==> src/rtl/pc_stack_if.sv <==
// Handshake/status bundle between the program sequencer and the return-address stack.
interface pc_stack_if #(
  parameter int W     = 32,
  parameter int DEPTH = 8
);
  localparam int CW = $clog2(DEPTH + 1);

  logic          enable;
  logic          push;
  logic          pop;
  logic [W-1:0]  push_pc;
  logic          err_clr;
  logic [W-1:0]  top;
  logic [CW-1:0] count;
  logic          empty;
  logic          full;
  logic          overflow;
  logic          underflow;

  modport master (
    output enable, push, pop, push_pc, err_clr,
    input  top, count, empty, full, overflow, underflow
  );

  modport slave (
    input  enable, push, pop, push_pc, err_clr,
    output top, count, empty, full, overflow, underflow
  );
endinterface

==> src/rtl/pc_stack_ctrl.sv <==
// Return-address LIFO for the program sequencer: CALL pushes, RET pops,
// simultaneous push+pop replaces the top (tail call). Sticky over/underflow flags.
module pc_stack_ctrl #(
  parameter int W     = 32,
  parameter int DEPTH = 8
) (
  input  logic        clk,
  input  logic        reset,
  pc_stack_if.slave   bus
);
  localparam int CW = $clog2(DEPTH + 1);

  logic [W-1:0]  entry [DEPTH];
  logic [CW-1:0] sp;
  logic          ovf_q;
  logic          unf_q;

  logic          is_empty;
  logic          is_full;
  logic          wr_en;
  logic [CW-1:0] wr_idx;
  logic [CW-1:0] sp_nxt;
  logic          ovf_set;
  logic          unf_set;

  assign is_empty = (sp == '0);
  assign is_full  = (sp == CW'(DEPTH));

  always_comb begin
    wr_en   = 1'b0;
    wr_idx  = sp;
    sp_nxt  = sp;
    ovf_set = 1'b0;
    unf_set = 1'b0;
    unique case ({bus.push, bus.pop})
      2'b10: begin
        if (is_full) begin
          ovf_set = 1'b1;
        end else begin
          wr_en  = 1'b1;
          sp_nxt = sp + CW'(1);
        end
      end
      2'b01: begin
        if (is_empty) unf_set = 1'b1;
        else          sp_nxt  = sp - CW'(1);
      end
      2'b11: begin
        // Tail call overwrites the top; on an empty stack it degenerates to a push.
        wr_en = 1'b1;
        if (is_empty) sp_nxt = CW'(1);
        else          wr_idx = sp - CW'(1);
      end
      default: ;
    endcase
  end

  always_ff @(posedge clk) begin
    if (reset) begin
      sp    <= '0;
      ovf_q <= 1'b0;
      unf_q <= 1'b0;
      for (int unsigned i = 0; i < DEPTH; i++) entry[i] <= '0;
    end else if (bus.enable) begin
      sp <= sp_nxt;
      for (int unsigned i = 0; i < DEPTH; i++) begin
        if (wr_en && wr_idx == CW'(i)) entry[i] <= bus.push_pc;
      end
      // A set event on the same edge as err_clr must win.
      if (bus.err_clr) begin
        ovf_q <= 1'b0;
        unf_q <= 1'b0;
      end
      if (ovf_set) ovf_q <= 1'b1;
      if (unf_set) unf_q <= 1'b1;
    end
  end

  always_comb begin
    bus.top = '0;
    for (int unsigned i = 0; i < DEPTH; i++) begin
      if (sp == CW'(i + 1)) bus.top = entry[i];
    end
  end

  assign bus.count     = sp;
  assign bus.empty     = is_empty;
  assign bus.full      = is_full;
  assign bus.overflow  = ovf_q;
  assign bus.underflow = unf_q;
endmodule

==> src/flat_wrapper.sv <==
// flat-port wrapper written by rule: the top's interface ports become plain ports
module pc_stack_ctrl_flat 
#(
  parameter int W     = 32,
  parameter int DEPTH = 8
)
  (clk, reset, bus_enable, bus_push, bus_pop, bus_push_pc, bus_err_clr, bus_top, bus_count, bus_empty, bus_full, bus_overflow, bus_underflow);
  pc_stack_if #(.W(W), .DEPTH(DEPTH)) bus_i ();
  input  logic clk;
  input  logic reset;
  input wire logic [$bits(bus_i.enable)-1:0] bus_enable;
  input wire logic [$bits(bus_i.push)-1:0] bus_push;
  input wire logic [$bits(bus_i.pop)-1:0] bus_pop;
  input wire logic [$bits(bus_i.push_pc)-1:0] bus_push_pc;
  input wire logic [$bits(bus_i.err_clr)-1:0] bus_err_clr;
  output wire logic [$bits(bus_i.top)-1:0] bus_top;
  output wire logic [$bits(bus_i.count)-1:0] bus_count;
  output wire logic [$bits(bus_i.empty)-1:0] bus_empty;
  output wire logic [$bits(bus_i.full)-1:0] bus_full;
  output wire logic [$bits(bus_i.overflow)-1:0] bus_overflow;
  output wire logic [$bits(bus_i.underflow)-1:0] bus_underflow;
  assign bus_i.enable = bus_enable;
  assign bus_i.push = bus_push;
  assign bus_i.pop = bus_pop;
  assign bus_i.push_pc = bus_push_pc;
  assign bus_i.err_clr = bus_err_clr;
  assign bus_top = bus_i.top;
  assign bus_count = bus_i.count;
  assign bus_empty = bus_i.empty;
  assign bus_full = bus_i.full;
  assign bus_overflow = bus_i.overflow;
  assign bus_underflow = bus_i.underflow;
  pc_stack_ctrl #(.W(W), .DEPTH(DEPTH)) u_core (.clk(clk), .reset(reset), .bus(bus_i));
endmodule
==> config.mk <==
export PLATFORM = sky130hd
export DESIGN_NAME = pc_stack_ctrl_flat
export DESIGN_NICKNAME = d
export VERILOG_FILES = /design/src/rtl/pc_stack_if.sv /design/src/rtl/pc_stack_ctrl.sv /design/src/flat_wrapper.sv
export SDC_FILE = /design/constraint.sdc
export NUM_CORES = 1
export LEC_CHECK = 0
export ABC_AREA = 1
export CAP_MARGIN = 30
export CORE_MARGIN = 1
export CORE_UTILIZATION = 57
export DETAILED_ROUTE_END_ITERATION = 16
export GPL_TIMING_DRIVEN = 0
export PLACE_DENSITY = 0.87
export SETUP_SLACK_MARGIN = 0.5
export SLEW_MARGIN = 5
export SYNTH_ARGS = -nofsm -noshare
export SYNTH_HDL_FRONTEND = slang
export SYNTH_SLANG_ARGS = --single-unit
==> constraint.sdc <==
create_clock -name clk -period 7.2 [get_ports clk]
set_input_delay 1.08 -clock clk [delete_from_list [all_inputs] [get_ports clk]]
set_output_delay 1.08 -clock clk [all_outputs]
set_load 0.01 [all_outputs]
==> results of run 1 <==
==> metal layers <==
metal  up-vias  part of all wire [%]
met5         -                     0
met4         0                   3.9
met3       104                   8.9
met2       570                    49
met1      4410                    38
li1       4461                     -
==> cell type report <==
cell class | instances | area share, %
Timing Repair Buffer | 81 | 6.10
Clock inverter | 18 | 0.877
Sequential cell | 262 | 54.2
Clock buffer | 30 | 4.77
Tap cell | 275 | 2.39
Inverter | 89 | 2.32
Buffer | 71 | 2.51
Multi-Input combinational cell | 889 | 26.8
==> cell families (layout without fill, tap and decap cells) <==
| logic type | Yosys count | after routing |
|---|---|---|
| and+or+nand+nor | 865 | 865 |
| AOI/OAI and AO/OA | 17 | 17 |
| xor gates and xnor gates | 3 | 3 |
| adders and majority gates | 4 | 4 |
| buffers and inverters | 160 | 289 |
| DFF | 262 | 262 |
==> cell usage in the layout (no fill, tap or decap), types with 3 or more instances in the layout <==
cell type	Yosys	routed
clkbuf_16	0	27
nor2_4	4	4
inv_2	6	6
nand2_1	430	424
dfxtp_1	6	6
or2_2	37	37
nand4_1	27	27
buf_1	3	3
inv_1	80	80
clkinv_2	0	7
clkinv_4	0	3
buf_16	0	3
clkinv_1	3	8
clkbuf_1	42	45
edfxtp_1	256	256
buf_6	10	10
clkdlybuf4s50_1	0	76
ha_1	4	4
nor2_2	6	6
nor2_1	267	267
nand2_2	6	12
nand3b_1	27	27
buf_2	16	16
nand3_1	57	57
a21oi_1	5	5
o21ai_0	5	5
==> flip-flops by register name (all words and copies together) (netlist names) <==
signal,flops
u_core.bus.overflow,1
u_core.bus.underflow,1
u_core.entry,256
u_core.bus.count,4
==> final timing paths <==
path / from / end / slack (ns)
max: u_core.bus.count[1] / bus_top[25] / 2.52
min reg2reg: u_core.bus.underflow / u_core.bus.underflow / 0.49
max reg2reg: u_core.bus.count[0] / u_core.entry[0][5] / 3.85
min: u_core.bus.underflow / u_core.bus.underflow / 0.49
==> power breakdown <==
part           leakage, nW  internal [mW]  switching (mW)  total, mW
sequential            2.69           1.76          0.0249       1.79
clock                0.403          0.723           0.575       1.30
combinational         3.03          0.136           0.251      0.387
==> Yosys cell counts (all sizes together) <==
| cell | n | area [µm²] |
|---|---|---|
| clkbuf | 42 | 158 |
| o21a | 2 | 15.0 |
| nand3 | 57 | 285 |
| ha | 4 | 50.1 |
| or2 | 37 | 231 |
| nor3 | 2 | 15.0 |
| xor2 | 3 | 33.8 |
| a32oi | 1 | 8.76 |
| a21oi | 5 | 25.0 |
| o31ai | 1 | 7.51 |
| o21ai | 8 | 47.5 |
| buf | 29 | 204 |
| nand4 | 27 | 169 |
| dfxtp | 6 | 120 |
| nor2 | 277 | 1080 |
| nand2 | 438 | 1670 |
| nand3b | 27 | 203 |
| clkinv | 3 | 11.3 |
| inv | 86 | 323 |
| edfxtp | 256 | 7690 |
==> critical path, stage by stage, from the launching register on <==
cell             delay, ns
dfxtp_1               0.48
inv_1                 0.16
ha_1                  0.20
clkbuf_1              0.19
nand3_1               0.48
clkbuf_1              0.54
nor2_1                0.10
nor2_1                0.13
nand2_1               0.08
nand2_1               0.06
nand2_1               0.05
nand2_1               0.05
clkdlybuf4s50_1       0.52
==> out/results.ini, run 1 <==
[clock_network]
root_buffer=clkbuf_16
holdBufCountCts=0
cts.sinks=262
clk_latency_ns=0.54
clockBufferDepth=3
cts.clk_slew.worst_paths_ns=0.06
cts_setup_buffers=0
cts_buffers=27
cts_htree_levels=1
ctsResizeCount=0
cts_tree=yes

[timing]
fin_setup_tns_ns=0
slew_violations=0
maxSlewHeadroom_pct=38.7
setup_viol=0
timing.hold.ws_ns=0.494
fin_ws_ns=2.52
tightest_slew_ns=0.916
hold_violations=0
min_period_ns=4.68
fin_crit_sh_pct=65.0
fmax_mhz=214
rsz0062_at_grt=false
finClkSkew_ns=0.0129

[pwr]
power_mw=3.47
power.density_mw_per_mm2=241
max-vdd-ir-drop_mv=0.217
p_leak_nw=6.12

[worst_setup_path]
cp_data_arrival_time_ns=3.60
r2r_cells=11
cp_data_required_time_ns=6.12
crit_type=reg -> out
worstSetupStartpointType=flip-flop
critPathCaptureType=output pin
worst-path-max-fanout=10

[synthesis]
ys_ff_latch=262
synth_xor_area_share_pct=0.273
synth_top_family_by_area=simple AND/OR/NAND/NOR gates
netlist_instances=1311
ys_types=31
ys_seq_area_share_pct=63.2
avgSynthCellArea_um2=9.42
yosysWarnings=0
synth_mux_area_share_pct=0
yosys.area_share.adder_pct=0.405
synth_simple_gate_area_share_pct=29.6
synth_area_mm2=0.0124
synth_compound_area_share_pct=0.841
synth_fp_nets=1353

[cells_and_area]
diodes=0
multi_input_area_mm2=0.00386
stdcell_area_mm2=0.0144
nFillCells=1476
seq_area_mm2=0.00781
fin_util_pct=68.1
stdcell_count=1715
area_delta_synth_final_pct=16.6
layout-drive-gt1-share_pct=9.86
final_nets=1463

[route]
via_per_inst=5.57
drtAntennaViolNets=0
wl_per_cell_um=17.6
drc=0
dr_total_vias=9545
drt_pass1_iterations=6
drtIter0Drc=1044
wl_mm=30.2

[floorplanning]
start_util_pct=58.4
core_area_mm2=0.0212
die_w_um=149
row_count=53
dieArea_mm2=0.0223
io_pins=78
die_h_um=149

[grt]
antenna_found_initial=0
grt_pass1_vias=9541
use_met1_pct=34.7
grt_pass1_wl_mm=47.8
gr-usage-met2_pct=48.1
grtUsageTotal_pct=27.9
met3_usage_pct=4.22
grt_max_degree=33
overflow=0
busiest_layer=met2

[place]
place_inst=1667
pre_cts_slack_ns=3.16
portBuffers=76
place_area_mm2=0.0136
gp_congestion=0.887
hpwl_mm=20.1

[min_path]
hold_class=reg -> reg
min_path_cells=2

[outcome]
status=finished, final reports clean

[flow_run]
maxCapViolations=0

Note: power is estimated with default switching activity, not from simulation.
==> inputs of run 2 (changes only) <==
- CORE_UTILIZATION: 57 -> 54
- clock period: 7.2 -> 4.2 ns (I/O delays scaled with it)
==> out/results.ini, run 2 (synthesis results as in run 1) <==
[outcome]
status=finished, final reports clean  ; unchanged

[cells_and_area]
diodes=0  ; unchanged
stdcell_area_mm2=0.0146  ; was 0.0144 mm²
final_cell_mix=424 x nand2_1, 266 x nor2_1, 256 x edfxtp_1, 79 x inv_1, 76 x clkdlybuf4s50_1  ; was 424 x nand2_1, 267 x nor2_1, 256 x edfxtp_1, 80 x inv_1, 76 x clkdlybuf4s50_1
fin_util_pct=66.0  ; was 68.1%
final_nets=1469  ; was 1463
largest_reg_flops=256  ; unchanged
final_common_cell=nand2_1  ; unchanged
layout-drive-gt1-share_pct=12.9  ; was 9.86%
area_delta_synth_final_pct=18.0  ; was 16.6%
regMostFlops=u_core.entry  ; unchanged

[worst_setup_path]
worstSetupStartpointType=flip-flop  ; unchanged
worst-path-max-fanout=10  ; unchanged
cp_data_required_time_ns=3.57  ; was 6.12 ns
cp_data_arrival_time_ns=3.03  ; was 3.60 ns
critPathCaptureType=output pin  ; unchanged
crit_type=reg -> out  ; unchanged

[min_path]
hold_class=reg -> reg  ; unchanged

[place]
hpwl_mm=19.8  ; was 20.1 mm
place_area_mm2=0.0136  ; about the same
pre_cts_slack_ns=0.637  ; was 3.16 ns
portBuffers=76  ; unchanged
gp_congestion=0.855  ; was 0.887

[timing]
fmax_mhz=274
min_period_ns=3.66
fin_ws_ns=0.544  ; was 2.52 ns
finClkSkew_ns=0.0106  ; was 0.0129 ns
slew_violations=0  ; unchanged
fin_setup_tns_ns=0  ; unchanged
tightest_slew_ns=0.931  ; was 0.916 ns
rsz0062_at_grt=true  ; was false
fin_crit_sh_pct=87.1
hold_violations=0  ; unchanged
maxSlewHeadroom_pct=37.7  ; was 38.7%
setup_viol=0  ; unchanged

[flow_run]
maxCapViolations=0  ; unchanged

[floorplanning]
die_h_um=153  ; was 149 µm
io_pins=78  ; unchanged
start_util_pct=55.9  ; was 58.4%
dieArea_mm2=0.0235  ; was 0.0223 mm²
die_w_um=153  ; was 149 µm
core_area_mm2=0.0221  ; was 0.0212 mm²
row_count=54  ; was 53

[clock_network]
cts.clk_slew.worst_paths_ns=0.06  ; about the same
clk_latency_ns=0.54  ; about the same
cts.sinks=262  ; unchanged
clockBufferDepth=3  ; unchanged
cts_buffers=27  ; unchanged
root_buffer=clkbuf_16  ; unchanged
holdBufCountCts=0  ; unchanged
cts_htree_levels=1  ; unchanged
cts_tree=yes  ; unchanged

[pwr]
power_mw=5.94  ; was 3.47 mW
p_seq_share_pct=51.6  ; was 51.5%
p_leak_nw=6.28  ; was 6.12 nW
power.density_mw_per_mm2=408  ; was 241 mW/mm²
p_comb_share_pct=11.5  ; was 11.2%
clkPwrFrac_pct=36.9  ; was 37.4%
p_int_mw=4.50  ; was 2.62 mW
max-vdd-ir-drop_mv=0.390  ; was 0.217 mV
p_sw_share_pct=24.3  ; was 24.5%
switchingPower_mw=1.45  ; was 0.851 mW

[route]
via_per_inst=5.57  ; about the same
wl_per_cell_um=17.6  ; about the same
dr_total_vias=9601  ; was 9545
drt_pass1_iterations=6  ; unchanged
drc=0  ; unchanged
drtIter0Drc=1035  ; was 1044
wl_mm=30.3  ; was 30.2 mm
drtAntennaViolNets=0  ; unchanged

[grt]
grt_pass1_vias=9323  ; was 9541
grt_max_degree=33  ; unchanged
grtUsageTotal_pct=25.7  ; was 27.9%
antenna_found_initial=0  ; unchanged
overflow=0  ; unchanged
grt_pass1_wl_mm=47.2  ; was 47.8 mm

==> run 2: what timing repair did <==
item                                    CTS  global route
buffers inserted                          0             6
hold endpoints to repair                  0             0
pin swaps                                 1             2
gates resized for setup                  40            51
endpoints found under the setup margin   32            32
==> run 2: worst paths after layout <==
path              slack (ns)  depth (start not counted)           startpoint                   to
hold reg to reg         0.47                          2  u_core.bus.overflow  u_core.bus.overflow
setup reg to reg        0.89                         11  u_core.bus.count[1]   u_core.entry[0][1]
setup / recovery        0.54                          8  u_core.bus.count[1]          bus_top[14]
hold / removal          0.47                          2  u_core.bus.overflow  u_core.bus.overflow
==> run 2: layer usage <==
| metal | part of all wire [%] | track usage (%) | vias up | routed length, µm |
|---|---|---|---|---|
| met2 | 49 | 44.6 | 560 | 15000 |
| li1 | - | - | 4460 | - |
| met3 | 9.3 | 3.63 | 94 | 2830 |
| met5 | 0 | 0 | - | 0 |
| met1 | 38 | 31.9 | 4487 | 11400 |
| met4 | 3.7 | 12.1 | 0 | 1130 |
==> run 2: cell type report <==
| class | count | area (µm²) |
|---|---|---|
| fill | 1554 | 7520 |
| clock inverter | 15 | 92.6 |
| buffer | 71 | 459 |
| tap | 280 | 350 |
| multi-input combinational | 889 | 3890 |
| clock buffer | 32 | 694 |
| sequential | 262 | 7810 |
| inverter | 89 | 340 |
| timing repair buffer | 87 | 943 |
==> run 2: power groups by stage <==
stage	combinational [mW]	clock, mW	sequential (mW)
4_1_cts	0.666	2.18	3.06
3_3_place_gp	0.614	0	3.11
6_report	0.684	2.19	3.06
3_5_place_dp	0.649	0	3.12
5_1_grt	0.738	2.27	3.07
2_1_floorplan	0.364	0	3.11
==> run 2: worst max-delay path, cell delays in order, from the launching register on <==
cell and delay [ns]:
dfxtp_1 0.44, inv_1 0.15, ha_1 0.27, nand3_1 0.17
clkinv_1 0.36, clkbuf_2 0.40, nand2_1 0.14, nand2_1 0.08
clkdlybuf4s50_1 0.48
==> run 2: per-stage QoR <==
stage                     cells  hold slack, ns
after floorplan            1311           0.481
after global placement     1667           0.455
after detailed placement   1671           0.458
after CTS                  1718           0.466
after global routing       1725           0.483
final                      1725           0.465
==> inputs of run 3 (changes only) <==
- SKIP_CTS_REPAIR_TIMING: default -> 1
- clock period: 4.2 -> 3.1 ns (I/O delays scaled with it)
==> out/results.ini, run 3 (synthesis results as in run 1) <==
[outcome]
status=finished, final reports clean  ; unchanged

[cells_and_area]
final_nets=1491  ; was 1469
final_common_cell=nand2_1  ; unchanged
layout-drive-gt1-share_pct=19.1  ; was 12.9%
diodes=0  ; unchanged
final_cell_mix=416 x nand2_1, 256 x edfxtp_1, 248 x nor2_1, 76 x inv_1, 51 x nand3_1  ; was 424 x nand2_1, 266 x nor2_1, 256 x edfxtp_1, 79 x inv_1, 76 x clkdlybuf4s50_1
fin_util_pct=68.8  ; was 66.0%
nFillCells=1405  ; was 1554
stdcell_area_mm2=0.0152  ; was 0.0146 mm²
area_delta_synth_final_pct=23.0  ; was 18.0%
largest_reg_flops=256  ; unchanged
regMostFlops=u_core.entry  ; unchanged
stdcell_count=1749  ; was 1725

[route]
wl_met2_mm=17.1  ; was 15.0 mm
drtIter0Drc=1542  ; was 1035
wl_per_cell_um=20.3  ; was 17.6 µm
dr_total_vias=10285  ; was 9601
wl_mm=35.4  ; was 30.3 mm
drt-met1-wl_mm=12.1  ; was 11.4 mm
drc=0  ; unchanged
drtAntennaViolNets=0  ; unchanged
dr_wl_met3_mm=4.14  ; was 2.83 mm
via_per_inst=5.88  ; was 5.57
highest_layer=met4  ; unchanged
drt_pass1_iterations=6  ; unchanged

[flow_run]
maxCapViolations=0  ; unchanged

[grt]
grtUsageTotal_pct=25.6  ; was 25.7%
overflow=0  ; unchanged
grt_max_degree=33  ; unchanged
antenna_found_initial=0  ; unchanged
grt_pass1_wl_mm=46.7  ; was 47.2 mm
grt_pass1_vias=9232  ; was 9323

[worst_setup_path]
crit_type=reg -> reg  ; was reg -> out
cp_data_required_time_ns=3.27  ; was 3.57 ns
max_stage_delay_ns=0.40  ; was 0.48 ns
cp_data_arrival_time_ns=2.98  ; was 3.03 ns
cp.buffers_inverters=3  ; was 4
worst-path-max-fanout=32  ; was 10
critPathCaptureType=flip-flop  ; was output pin
startpoint=u_core.bus.count[2]  ; was u_core.bus.count[1]
worstSetupStartpointType=flip-flop  ; unchanged
cp_cell_sequence=buf_6 > nor2_4 > buf_4 > nand2_2 > nand2_2 > nand2_1 > nand2_1 > nand2_1 > nor2_1 > nand2_2 > buf_2 > nand2_4  ; was inv_1 > ha_1 > nand3_1 > clkinv_1 > clkbuf_2 > nand2_1 > nand2_1 > clkdlybuf4s50_1
critical_path.slowest_cell=nand2_4  ; was clkdlybuf4s50_1
r2r_start=u_core.bus.count[2]  ; was u_core.bus.count[1]
crit_family=simple AND/OR/NAND/NOR gates  ; was buffers and inverters

[place]
place_inst=1667  ; was 1671
gp_congestion=0.887  ; was 0.855
pre_cts_slack_ns=-0.215  ; was 0.637 ns
hpwl_mm=19.4  ; was 19.8 mm
place_area_mm2=0.0135  ; was 0.0136 mm²
portBuffers=76  ; unchanged

[timing]
fin_ws_ns=0.287  ; was 0.544 ns
maxSlewHeadroom_pct=29.1  ; was 37.7%
timing.hold.ws_ns=0.377  ; was 0.465 ns
rsz0062_at_grt=true  ; unchanged
slew_violations=0  ; unchanged
hold_violations=0  ; unchanged
fmax_mhz=355
finClkSkew_ns=0.0121  ; was 0.0106 ns
fin_crit_sh_pct=90.7
setup_viol=0  ; unchanged
min_period_ns=2.81
tightest_slew_ns=1.06  ; was 0.931 ns

[clock_network]
cts_htree_levels=1  ; unchanged
root_buffer=clkbuf_16  ; unchanged
cts_buffers=26  ; was 27
clockBufferDepth=3  ; unchanged
cts.clk_slew.worst_paths_ns=0.06  ; about the same
cts_tree=yes  ; unchanged
clk_latency_ns=0.54  ; about the same
cts.sinks=262  ; unchanged

[floorplanning]
row_count=54  ; unchanged
die_h_um=153  ; unchanged
io_pins=78  ; unchanged
start_util_pct=55.9  ; unchanged
dieArea_mm2=0.0235  ; unchanged
core_area_mm2=0.0221  ; unchanged
die_w_um=153  ; unchanged

[pwr]
power.density_mw_per_mm2=545  ; was 408 mW/mm²
p_leak_nw=6.64  ; was 6.28 nW
max-vdd-ir-drop_mv=0.490  ; was 0.390 mV

[min_path]
min-delay-start=bus_pop  ; was u_core.bus.overflow
hold_class=in -> reg  ; was reg -> reg

[run 3: cell count changes in the layout (fill, tap and decap cells not counted), sizes merged, moves of 2 or more]
cell,before,now
dlymetal6s2s,0,5
buf,43,97
clkinv,15,10
clkinvlp,1,5
clkbuf,71,69
clkdlybuf4s50,76,43
[run 3: power by group]
part | internal [mW] | total (mW) | leakage [nW] | switching (mW)
clock network | 1.76 | 3.11 | 0.396 | 1.35
logic | 0.345 | 0.995 | 3.55 | 0.650
registers | 4.09 | 4.16 | 2.70 | 0.0698
[run 3: area by class of cell]
| class | count | area, µm² | area share [%] |
|---|---|---|---|
| clock inverter | 13 | 114 | 0.750 |
| timing repair inverter | 1 | 7.51 | 0.0494 |
| tap | 280 | 350 | 2.31 |
| multi-input combinational | 890 | 4100 | 27.0 |
| timing repair buffer | 108 | 1020 | 6.72 |
| inverter | 89 | 370 | 2.44 |
| buffer | 71 | 703 | 4.63 |
| sequential | 262 | 7820 | 51.5 |
| clock buffer | 35 | 706 | 4.65 |
[run 3: tightest hold or removal path, cell delays in order]
cell and delay (ns):
buf_2 0.17, o31ai_1 0.10, nand3_1 0.06, a21oi_1 0.06
[run 3: worst paths after layout]
| path | slack (ns) | to | cells after the start |
|---|---|---|---|
| setup / recovery | 0.29 | u_core.entry[0][71] | 12 |
| hold / removal | 0.38 | u_core.bus.count[2] | 4 |
| setup reg to reg | 0.29 | u_core.entry[0][71] | 12 |
| hold reg to reg | 0.48 | u_core.bus.overflow | 2 |
[run 3: through the flow]
step	power (mW)	setup TNS [ns]
final	8.27	0
after global routing	8.45	0
after CTS	8.06	-27.33
after detailed placement	5.08	-14.87
after global placement	5.05	-6.69
after floorplan	4.70	0
[run 3: routing by layer]
layer | track usage (%) | vias to the layer above
li1 | - | 4528
met4 | 13.7 | 0
met2 | 44.3 | 802
met3 | 3.15 | 187
met5 | 0 | -
met1 | 31.4 | 4768
